[config.mk]
export PLATFORM = sky130hd
export DESIGN_NAME = matmul_ctrl_param
export DESIGN_NICKNAME = d
export VERILOG_FILES = /design/src/rtl/matmul_ctrl_param.sv
export SDC_FILE = /design/constraint.sdc
export NUM_CORES = 1
export LEC_CHECK = 0
export BUFFER_PORTS_ARGS = -buffer_cell sky130_fd_sc_hd__buf_2
export CORE_AREA = 2 2 53 55
export CTS_CLUSTER_SIZE = 10
export DETAILED_ROUTE_END_ITERATION = 10
export DIE_AREA = 0 0 55 57
export HOLD_SLACK_MARGIN = 0.03
export PLACE_DENSITY = 0.89
export SETUP_SLACK_MARGIN = 0.3
export SLEW_MARGIN = 10
export SYNTH_ARGS = -nofsm -noshare
export SYNTH_HDL_FRONTEND = slang
export SYNTH_SLANG_ARGS = --single-unit
[constraint.sdc]
create_clock -name clk -period 2.55 [get_ports clk]
set_clock_uncertainty 0.05 [all_clocks]
set_input_delay 0 -clock clk [delete_from_list [all_inputs] [get_ports clk]]
set_output_delay 0 -clock clk [all_outputs]
set_load 0.1 [all_outputs]
[src/rtl/matmul_ctrl_param.sv]
// Control FSM for a ROWS x COLS matrix-vector multiplier: streams W then X into RAM,
// runs one MAC pass per row and hands each row result out on a valid/ready port.
module matmul_ctrl_param #(
  parameter int ROWS    = 8,
  parameter int COLS    = 8,
  parameter int ACC_LAT = 1,
  localparam int WW = ($clog2(ROWS * COLS) > 1) ? $clog2(ROWS * COLS) : 1,
  localparam int XW = ($clog2(COLS) > 1) ? $clog2(COLS) : 1,
  localparam int RW = ($clog2(ROWS) > 1) ? $clog2(ROWS) : 1
) (
  input  logic          clk,
  input  logic          rst,
  input  logic          input_valid,
  output logic          input_ready,
  input  logic          new_matrix,
  input  logic          output_ready,
  output logic          output_valid,
  output logic [RW-1:0] row_idx,
  output logic          last_row,
  output logic [WW-1:0] addr_w,
  output logic          wr_en_w,
  output logic [XW-1:0] addr_x,
  output logic          wr_en_x,
  output logic          clear_acc,
  output logic          en_acc,
  output logic          w_loaded,
  output logic          err_no_w
);

  localparam int DW = ($clog2(ACC_LAT) > 1) ? $clog2(ACC_LAT) : 1;
  localparam logic [WW-1:0] LAST_W   = WW'(ROWS * COLS - 1);
  localparam logic [XW-1:0] LAST_X   = XW'(COLS - 1);
  localparam logic [RW-1:0] LAST_ROW = RW'(ROWS - 1);
  localparam logic [DW-1:0] LAST_D   = DW'(ACC_LAT - 1);

  typedef enum logic [2:0] {
    INIT, IDLE, LOAD_W, LOAD_X, MULT, DRAIN, SEND
  } state_t;

  state_t          state, state_n;
  logic [WW-1:0]   wptr, wptr_n;
  logic [XW-1:0]   xptr, xptr_n;
  logic [XW-1:0]   kcnt, kcnt_n;
  logic [RW-1:0]   row, row_n;
  logic [DW-1:0]   dcnt, dcnt_n;
  logic            w_loaded_n;
  logic            acc_req;
  logic [ACC_LAT-1:0] acc_pipe;

  always_ff @(posedge clk) begin
    if (rst) begin
      state    <= INIT;
      wptr     <= '0;
      xptr     <= '0;
      kcnt     <= '0;
      row      <= '0;
      dcnt     <= '0;
      w_loaded <= 1'b0;
      acc_pipe <= '0;
    end else begin
      state    <= state_n;
      wptr     <= wptr_n;
      xptr     <= xptr_n;
      kcnt     <= kcnt_n;
      row      <= row_n;
      dcnt     <= dcnt_n;
      w_loaded <= w_loaded_n;
      acc_pipe[0] <= acc_req;
      for (int i = 1; i < ACC_LAT; i++) acc_pipe[i] <= acc_pipe[i-1];
    end
  end

  // Accumulator enable trails the address issue by the RAM/multiplier latency.
  assign en_acc = acc_pipe[ACC_LAT-1];

  always_comb begin
    state_n      = state;
    wptr_n       = wptr;
    xptr_n       = xptr;
    kcnt_n       = kcnt;
    row_n        = row;
    dcnt_n       = dcnt;
    w_loaded_n   = w_loaded;
    acc_req      = 1'b0;
    input_ready  = 1'b0;
    output_valid = 1'b0;
    row_idx      = '0;
    last_row     = 1'b0;
    addr_w       = '0;
    wr_en_w      = 1'b0;
    addr_x       = '0;
    wr_en_x      = 1'b0;
    clear_acc    = 1'b0;
    err_no_w     = 1'b0;

    case (state)
      INIT: begin
        clear_acc = 1'b1;
        state_n   = IDLE;
      end
      IDLE: begin
        input_ready = 1'b1;
        if (input_valid) begin
          if (new_matrix) begin
            wr_en_w    = 1'b1;
            wptr_n     = WW'(1);
            w_loaded_n = 1'b0;
            state_n    = LOAD_W;
          end else if (w_loaded) begin
            wr_en_x = 1'b1;
            xptr_n  = XW'(1);
            state_n = LOAD_X;
          end else begin
            err_no_w = 1'b1;
          end
        end
      end
      LOAD_W: begin
        input_ready = 1'b1;
        addr_w      = wptr;
        wr_en_w     = input_valid;
        if (input_valid) begin
          if (wptr == LAST_W) begin
            wptr_n     = '0;
            w_loaded_n = 1'b1;
            xptr_n     = '0;
            state_n    = LOAD_X;
          end else begin
            wptr_n = wptr + WW'(1);
          end
        end
      end
      LOAD_X: begin
        input_ready = 1'b1;
        addr_x      = xptr;
        wr_en_x     = input_valid;
        if (input_valid) begin
          if (xptr == LAST_X) begin
            xptr_n  = '0;
            kcnt_n  = '0;
            row_n   = '0;
            wptr_n  = '0;
            state_n = MULT;
          end else begin
            xptr_n = xptr + XW'(1);
          end
        end
      end
      // wptr runs on across rows, so row r naturally reads r*COLS onwards.
      MULT: begin
        addr_w  = wptr;
        addr_x  = kcnt;
        acc_req = 1'b1;
        wptr_n  = wptr + WW'(1);
        if (kcnt == LAST_X) begin
          kcnt_n  = '0;
          dcnt_n  = '0;
          state_n = DRAIN;
        end else begin
          kcnt_n = kcnt + XW'(1);
        end
      end
      DRAIN: begin
        if (dcnt == LAST_D) state_n = SEND;
        else                dcnt_n  = dcnt + DW'(1);
      end
      SEND: begin
        output_valid = 1'b1;
        row_idx      = row;
        last_row     = (row == LAST_ROW);
        if (output_ready) begin
          clear_acc = 1'b1;
          if (row == LAST_ROW) begin
            wptr_n  = '0;
            state_n = IDLE;
          end else begin
            row_n   = row + RW'(1);
            state_n = MULT;
          end
        end
      end
      default: state_n = INIT;
    endcase
  end

endmodule

**Yosys cells after proc, flatten, opt, wreduce, memory -nomap -nowiden**

Cells that the tools add are included.

- Add/sub/neg operators: 5
- Multiply operators: 0
- Divide/modulo/power cells: 0
- $lt $le $gt $ge: 0
- Equal/unequal tests: 24
- Shifts and indexed selects: 0
- Mux-type cells: 64
- Bitwise gates (word level): 0
- Reductions and logical operators: 16

Operator list:

| kind | count |
|---|---|
| $mux 3 | 24 |
| $mux 6 | 9 |
| $pmux 6 s5 | 1 |
| $ne 2x2->1 const B | 13 |
| $pmux 3 s7 | 1 |
| $mux 1 | 20 |
| $eq 3x3->1 const B | 6 |
| $pmux 3 s2 | 3 |
| $pmux 1 s2 | 5 |
| $reduce_and 5->1 | 2 |
| $add 3x1->3 const B | 3 |
| $pmux 3 s3 | 1 |
| $reduce_and 9->1 | 1 |
| $reduce_and 8->1 | 1 |
| $reduce_bool 2->1 | 4 |
| $reduce_and 7->1 | 1 |
| $add 6x1->6 const B | 1 |
| $eq 3x2->1 const B | 2 |
| $eq 6x6->1 const B | 1 |
| $reduce_bool 5->1 | 1 |
| $eq 3x1->1 const B | 1 |
| $logic_not 3->1 | 1 |
| $ne 3x3->1 const B | 1 |
| $reduce_and 3->1 | 1 |
| 5 further kinds | 5 |

- Register bits: 21
- Bits in latches: 0
- RAM bits: 0
- ROM bits: 0
- Input bits: 5
- Output and inout bits: 21
- Word-level logic and storage cells: 117
- Memories kept: 0

**Depth between registers and ports, before layout**

Gate-level depths: netlist of run 1.

- Depth in word-level cells: 4
- Mapped depth: 7
- Mapped depth without buffers: 7

**Worst setup path after synthesis of run 1**

OpenSTA, ideal clock, no wires.

- Kind: register to output
- From: reg w_loaded
- To: out wr_en_x
- Arrival time: 3347 ps
- Required time: 2500 ps
- Slack: -847 ps
- Cell stages (with the launch flop): 4
- Buffers on the path: 0
- Cell sequence: dfxtp_1 > nor2b_1 > nor2_1 > nor3_1

- Cells in the longest elaborated chain, start to end: 4

RTL lines:

| what | line | text |
|---|---|---|
| start: declaration | 26 | `output logic w_loaded,` |
| start signal: assignment | 67 | `w_loaded <= w_loaded_n;` |
| $mux 1 | 109 | `end else if (w_loaded) begin` |
| $mux 1 | 104 | `if (new_matrix) begin` |
| $mux 1 | 103 | `if (input_valid) begin` |
| $pmux 1 s2 | 96 | `case (state)` |
| end: declaration | 23 | `output logic wr_en_x,` |

No other way between the ends.

**Worst setup path in the final report of run 1**

- From: reg state[0]
- To: out wr_en_w

- Cells in the longest elaborated chain, start to end: 2
- Elaborated cells between the ends (all ways): 3
- Those cells by class: eq/ne: 2; mux: 1

RTL lines:

| what | line | text |
|---|---|---|
| start: declaration | 40 | `state_t state, state_n;` |
| start signal: assignment | 61 | `state <= state_n;` |
| $eq 3x2->1 or $eq 3x1->1 (tied branches) | 96 |  |
| $pmux 1 s2 * | 96 |  |
| end: declaration | 21 | `output logic wr_en_w,` |

Every way passes the cells marked *; elsewhere a longest branch is shown, timed or not.

==> results of run 1 <==
worst max-delay path by stage:
stage / depth (start not counted) / end / slack [ns]
finish: 6 / wr_en_w / 0.44
global route: 6 / wr_en_w / 0.36
CTS: 6 / wr_en_w / 0.46
detailed placement: 5 / wptr[2]$_SDFFE_PP0P_ / 0.68
global placement: 7 / wptr[2]$_SDFFE_PP0P_ / 0.78
floorplan: 3 / wr_en_x / -0.007
sequential cells by signal, indices dropped and copies added, names as in the netlist:
signal / count
xptr: 3
state: 3
w_loaded: 1
kcnt: 3
row: 3
wptr: 6
en_acc: 1
critical path: cells and delay by family (launching register included):
family                 cells  cell delay, ns
buffers and inverters      3            0.78
DFF                        1            0.61
and+or+nand+nor            2            0.28
AOI/OAI and AO/OA          1            0.08
synthesized netlist by cell type, types with 2 or more instances:
| library cell | instances | area, um2 |
|---|---|---|
| a22oi_1 | 2 | 15.01 |
| a21oi_1 | 20 | 100.1 |
| nand4_1 | 3 | 18.77 |
| nor2_1 | 21 | 78.83 |
| o22ai_1 | 2 | 12.51 |
| a32o_1 | 4 | 40.04 |
| nor2b_4 | 2 | 27.53 |
| buf_6 | 4 | 45.04 |
| and2_1 | 4 | 25.02 |
| nand4b_1 | 2 | 17.52 |
| ha_1 | 7 | 87.58 |
| nand3_1 | 10 | 50.05 |
| nor3_1 | 10 | 50.05 |
| nand2b_1 | 6 | 37.54 |
| a2bb2oi_1 | 2 | 17.52 |
| nand2_1 | 4 | 15.01 |
| nor2b_1 | 3 | 18.77 |
| and3_1 | 7 | 43.79 |
| clkbuf_1 | 4 | 15.01 |
| buf_2 | 4 | 20.02 |
| mux2i_1 | 2 | 20.02 |
| inv_1 | 6 | 22.52 |
| dfxtp_1 | 20 | 400.4 |
| o21ai_0 | 10 | 50.05 |
cells by family (layout without fill, tap and decap cells):
logic type      count (synthesis)  after routing  synth area share, %
flops                          20             20                27.97
mux                             2              2                1.399
fa+ha+maj                       7              7                6.119
compound gates                 51             51                24.74
buf+inv                        18             39                7.167
simple gates                   79             79                30.86
xor+xnor                        2              2                1.749
layout make-up:
class	count	area [um2]
Clock buffer	4	36.28
Tap cell	31	38.79
Fill cell	240	1013
Inverter	6	22.52
Sequential cell	20	400.4
Timing Repair Buffer	29	155.1
Multi-Input combinational cell	141	948.4
power by group:
part / total (mW) / internal (mW) / switching [mW] / leakage, nW
Combinational: 0.400 / 0.112 / 0.288 / 0.521
Clock: 0.190 / 0.0871 / 0.103 / 0.0210
Sequential: 0.354 / 0.323 / 0.0304 / 0.162
routing by layer:
metal  track usage (%)  up-vias  wire (um)
met5                 0        -          0
met4             8.362        0         61
met3             3.141        8        175
met2             33.84       55       1555
met1             34.27      640       1484
li1                  -      698          -
==> impl_metrics.yaml, run 1 <==
power_and_ir_drop:
  power_leakage_nw: 0.7033
  power.total_mw: 0.9432
  powerDensity_nw_per_um2: 588.9
  vdd.ir_drop.worst_v: 0.0004332
yosys:
  yosysSeqAreaShare_pct: 27.97
  ys_warn_count: 0
  synth_nets: 191
  async_flop_share_pct: 0
  syn_area_um2: 1431
  synth.distinct_cells: 44
  synth.avg_cell_area_um2: 7.996
  synth-main-ff-cell: "dfxtp_1"
  synth-edff-count: 0
  ys_ff_latch: 20
  syn_inst: 179
floorplanning:
  die_h_um: 57
  dieArea_um2: 3135
  core_area_um2: 2615
  io_pins: 26
  start_util_pct: 54.74
  fp.dieW_um: 55
  core.rowCount: 19
layout:
  postLayoutCoreUtil_pct: 61.24
  final_cell_mix: "buf_2, nor2_1, dfxtp_1"
  drive_gt1_share_pct: 24.50
  fin_cells: 231
  final_nets: 213
  antenna_cells: 0
  final_common_cell: "buf_2"
  layout-area-overhead-vs-synth_pct: 11.89
  fin_area_um2: 1602
cts:
  post_cts_resized: 0
  cts_root_buf: "clkbuf_4"
  cts_num_sinks: 20
  cts_buffer_depth: 2
  cts_tree: "built"
  post-cts-setup-buffer-count: 0
  clock_latency_ns: 0.30
  path_clk_slew_ns: 0.12
  ctsHoldBuffers: 0
  h-tree-depth: 1
  cts_buffers: 3
worst_setup_path:
  path_cells: "buf_4 > inv_1 > nor3_1 > a21oi_1 > nor2_2 > buf_2"
  path_class: "register to output port"
  worst-r2r-cell-count: 6
  crit_path_start: "state[0]$_SDFFE_PP0P_"
  arrival_ns: 2.06
  required_ns: 2.50
  reg2reg_slack_ns: 0.65
  reg2reg_from: "state[2]$_SDFFE_PP0P_"
  timing.rr.end: "wptr[2]$_SDFFE_PP0P_"
  path_max_fanout: 12
  worstSetupEndpointType: "output port"
  setup.worst_path.start_class: "register"
  critical_path.max_stage_delay_ns: 0.61
  worst_path_max_delay_cell: "dfxtp_1"
sta:
  setup_ws_ns: 0.4442
  hold_viol: 0
  slew_headroom_pct: 67.63
  setup_viol: 0
  finalCriticalPeriod_ns: 2.106
  max_freq_ghz: 0.4749
  finalCritPeriodShare_pct: 82.58
  tns_ns: 0
  rsz0062_at_grt: "false"
  worst_slew_pin_slew_ns: 0.4888
  slew_viol_final: 0
  whs_ns: 0.04392
grt:
  grt_pass1_wl_um: 5533
  grt.total_usage_pct: 23.08
  grt_overflow: 0
  grt_max_degree: 24
  grt_antenna_before_repair: 0
  grt_pass1_vias: 1208
route:
  routed_wirelength_um: 3277
  via_per_inst: 6.065
  drc: 0
  drt_iter0_drc: 55
  vias: 1401
  ant_nets: 0
  first_pass_iters: 4
  routedWlPerCell_um: 14.19
hold_path:
  worst_hold_startpoint: "rst"
  worstHoldEndpoint: "xptr[1]$_SDFFE_PP0P_"
  hold_depth: 2
  hp-class: "input pin to register"
placement:
  portBuffers: 25
  place_area_um2: 1565
  place_ws_ns: 0.6802
  placedCellCount: 227
  gp_congestion: 0.8516
  hpwl_um: 2409
run_status:
  status: "finished, final reports clean"
run:
  cap_viol_max_count: 0
(Power assumes the default switching activity.)
==> run 2, diff against run 1 <==
--- a/config.mk
+++ b/config.mk
@@ -6,12 +6,12 @@
 export NUM_CORES = 1
 export LEC_CHECK = 0
 export BUFFER_PORTS_ARGS = -buffer_cell sky130_fd_sc_hd__buf_2
-export CORE_AREA = 2 2 53 55
+export CORE_AREA = 2 2 57 59
 export CTS_CLUSTER_SIZE = 10
 export DETAILED_ROUTE_END_ITERATION = 10
-export DIE_AREA = 0 0 55 57
+export DIE_AREA = 0 0 59 61
 export HOLD_SLACK_MARGIN = 0.03
-export PLACE_DENSITY = 0.89
+export PLACE_DENSITY = 0.82
 export SETUP_SLACK_MARGIN = 0.3
 export SLEW_MARGIN = 10
 export SYNTH_ARGS = -nofsm -noshare
==> constraint.sdc (replaced) <==
create_clock -name clk -period 1.8 [get_ports clk]
set_clock_uncertainty 0.05 [all_clocks]
set_input_delay 0 -clock clk [delete_from_list [all_inputs] [get_ports clk]]
set_output_delay 0 -clock clk [all_outputs]
set_load 0.1 [all_outputs]
==> impl_metrics.yaml, run 2 (synthesized netlist as in run 1, its figures left out) <==
layout:
  final_cell_mix: "buf_4, buf_12, nor2_1"
  postLayoutCoreUtil_pct: 89.75
  antenna_cells: 0
  fin_area_um2: 2650
  regMostFlops: "wptr"
  drive_gt1_share_pct: 61.98
  final_nets: 255
  final_common_cell: "buf_4"
  largest_reg_flops: 6
  layout-area-overhead-vs-synth_pct: 85.14
grt:
  grt_antenna_before_repair: 0
  grt_overflow: 0
  grt_max_degree: 24
  grt_pass1_vias: 1797
  grt.total_usage_pct: 32.09
  grt_pass1_wl_um: 8645
worst_setup_path:
  reg2reg_slack_ns: -0.02
  reg2reg_from: "state[2]$_SDFFE_PP0P_"
  path_cells: "buf_12 > nor2b_4 > nand3_2 > a32oi_4 > buf_4 > nand4b_1 > a21oi_1"
  crit_family: "compound AO/OA/AOI/OAI gates"
  worst_path_max_delay_cell: "dfxtp_4"
  worst-r2r-cell-count: 7
  critical_path.max_stage_delay_ns: 0.39
  path_max_fanout: 7
  arrival_ns: 2.04
  required_ns: 2.03
  timing.rr.end: "wptr[2]$_SDFFE_PP0P_"
  setup.worst_path.start_class: "register"
  worstSetupEndpointType: "register"
  path_buf_inv: 2
  path_class: "register to register"
route:
  drc: 0
  routedWlPerCell_um: 24.13
  drt_iter0_drc: 209
  first_pass_iters: 5
  ant_nets: 0
  routed_wirelength_um: 6636
  via_per_inst: 6.720
  vias: 1848
placement:
  hpwl_um: 2802
  place_area_um2: 2016
  place_ws_ns: 0.03146
  portBuffers: 25
  gp_congestion: 0.8215
sta:
  setup_viol: 1
  slew_viol_final: 0
  max_freq_ghz: 0.5508
  whs_ns: 0.07214
  hold_viol: 0
  rsz0062_at_grt: "true"
  finalCriticalPeriod_ns: 1.816
  tns_ns: -0.01562
  setup_ws_ns: -0.01562
  slew_headroom_pct: 64.85
  finalCritPeriodShare_pct: 100.9
  worst_slew_pin_slew_ns: 0.5273
cts:
  ctsHoldBuffers: 0
  cts_num_sinks: 20
  cts_tree: "built"
  cts_root_buf: "clkbuf_4"
  path_clk_slew_ns: 0.14
  clock_latency_ns: 0.34
  cts_buffer_depth: 2
  h-tree-depth: 1
  cts_buffers: 3
floorplanning:
  core.rowCount: 20
  io_pins: 26
  die_h_um: 61
  core_area_um2: 2953
  start_util_pct: 48.47
  dieArea_um2: 3599
  fp.dieW_um: 59
run_status:
  status: "finished, violations left"
  violations: "setup timing"
power_and_ir_drop:
  vdd.ir_drop.worst_v: 0.0009466
  power_leakage_nw: 1.051
  powerDensity_nw_per_um2: 695.3
hold_path:
  worst_hold_startpoint: "rst"
  hp-class: "input pin to register"
  hold_depth: 2
  worstHoldEndpoint: "kcnt[1]$_SDFFE_PP0P_"
run:
  cap_viol_max_count: 0
run 2: cell count changes in the layout (fill, tap and decap cells not counted), moves of 5 or more:
| cell | previous run | this run |
|---|---|---|
| o21ai_0 | 10 | 5 |
| a21oi_1 | 18 | 12 |
| dfxtp_1 | 20 | 10 |
| buf_6 | 0 | 11 |
| buf_2 | 25 | 6 |
| buf_12 | 0 | 22 |
| and3_4 | 0 | 6 |
| nor2_4 | 0 | 5 |
| nor2_1 | 20 | 14 |
| and3_1 | 7 | 1 |
| dfxtp_2 | 0 | 6 |
| buf_4 | 4 | 30 |
run 2: layer usage:
| metal | global-route usage, % | vias up | wire, um |
|---|---|---|---|
| met5 | 0 | - | 0 |
| met4 | 24.68 | 0 | 323 |
| met3 | 6.183 | 43 | 468 |
| met2 | 54.60 | 132 | 3237 |
| met1 | 35.33 | 883 | 2606 |
| li1 | - | 790 | - |
run 2: worst reg2reg max path: cells and delay by family, from the launching register on:
family                 cells  cell delay (ns)
flip-flops                 1             0.39
AND/OR/NAND/NOR            3             0.47
buffers and inverters      2             0.33
AO/OA/AOI/OAI              2             0.52
run 2: cell type report:
| cell class | count | area, um2 |
|---|---|---|
| sequential | 20 | 422.9 |
| tap | 33 | 41.29 |
| multi-input combinational | 141 | 1257 |
| timing repair buffer | 71 | 859.6 |
| fill | 105 | 302.8 |
| clock buffer | 4 | 36.28 |
| inverter | 6 | 32.53 |
run 2: power by group:
part | switching, mW | total, mW | internal [mW]
Combinational | 0.612 | 1.04 | 0.430
Clock | 0.180 | 0.305 | 0.124
Sequential | 0.0348 | 0.495 | 0.460
Total | 0.828 | 1.84 | 1.01
run 2: worst max-delay path by stage:
| stage | start | endpoint | slack [ns] | depth (start not counted) |
|---|---|---|---|---|
| after floorplan | state[2]$_SDFFE_PP0P_ | row[1]$_SDFFE_PP0P_ | 0.13 | 5 |
| after global placement | xptr[1]$_SDFFE_PP0P_ | wptr[3]$_SDFFE_PP0P_ | 0.15 | 7 |
| final | state[2]$_SDFFE_PP0P_ | wptr[2]$_SDFFE_PP0P_ | -0.02 | 7 |
| after detailed placement | wptr[0]$_SDFFE_PP0P_ | xptr[1]$_SDFFE_PP0P_ | 0.03 | 6 |
| after global routing | xptr[0]$_SDFFE_PP0P_ | wptr[2]$_SDFFE_PP0P_ | -0.04 | 8 |
| after CTS | state[1]$_SDFFE_PP0P_ | err_no_w | 0.15 | 6 |
run 2: what timing repair did:
item | in CTS | in global routing
gates cloned | 0 | 1
buffers inserted | 25 | 12
gates resized for setup | 35 | 35
pin swaps | 20 | 16
endpoints found under the setup margin | 33 | 36
run 2: through the flow:
step	std cells	power, mW
2_1_floorplan	179	1.041
3_3_place_gp	233	1.218
3_5_place_dp	233	1.229
4_1_cts	262	1.657
5_1_grt	275	1.881
6_report	275	1.842
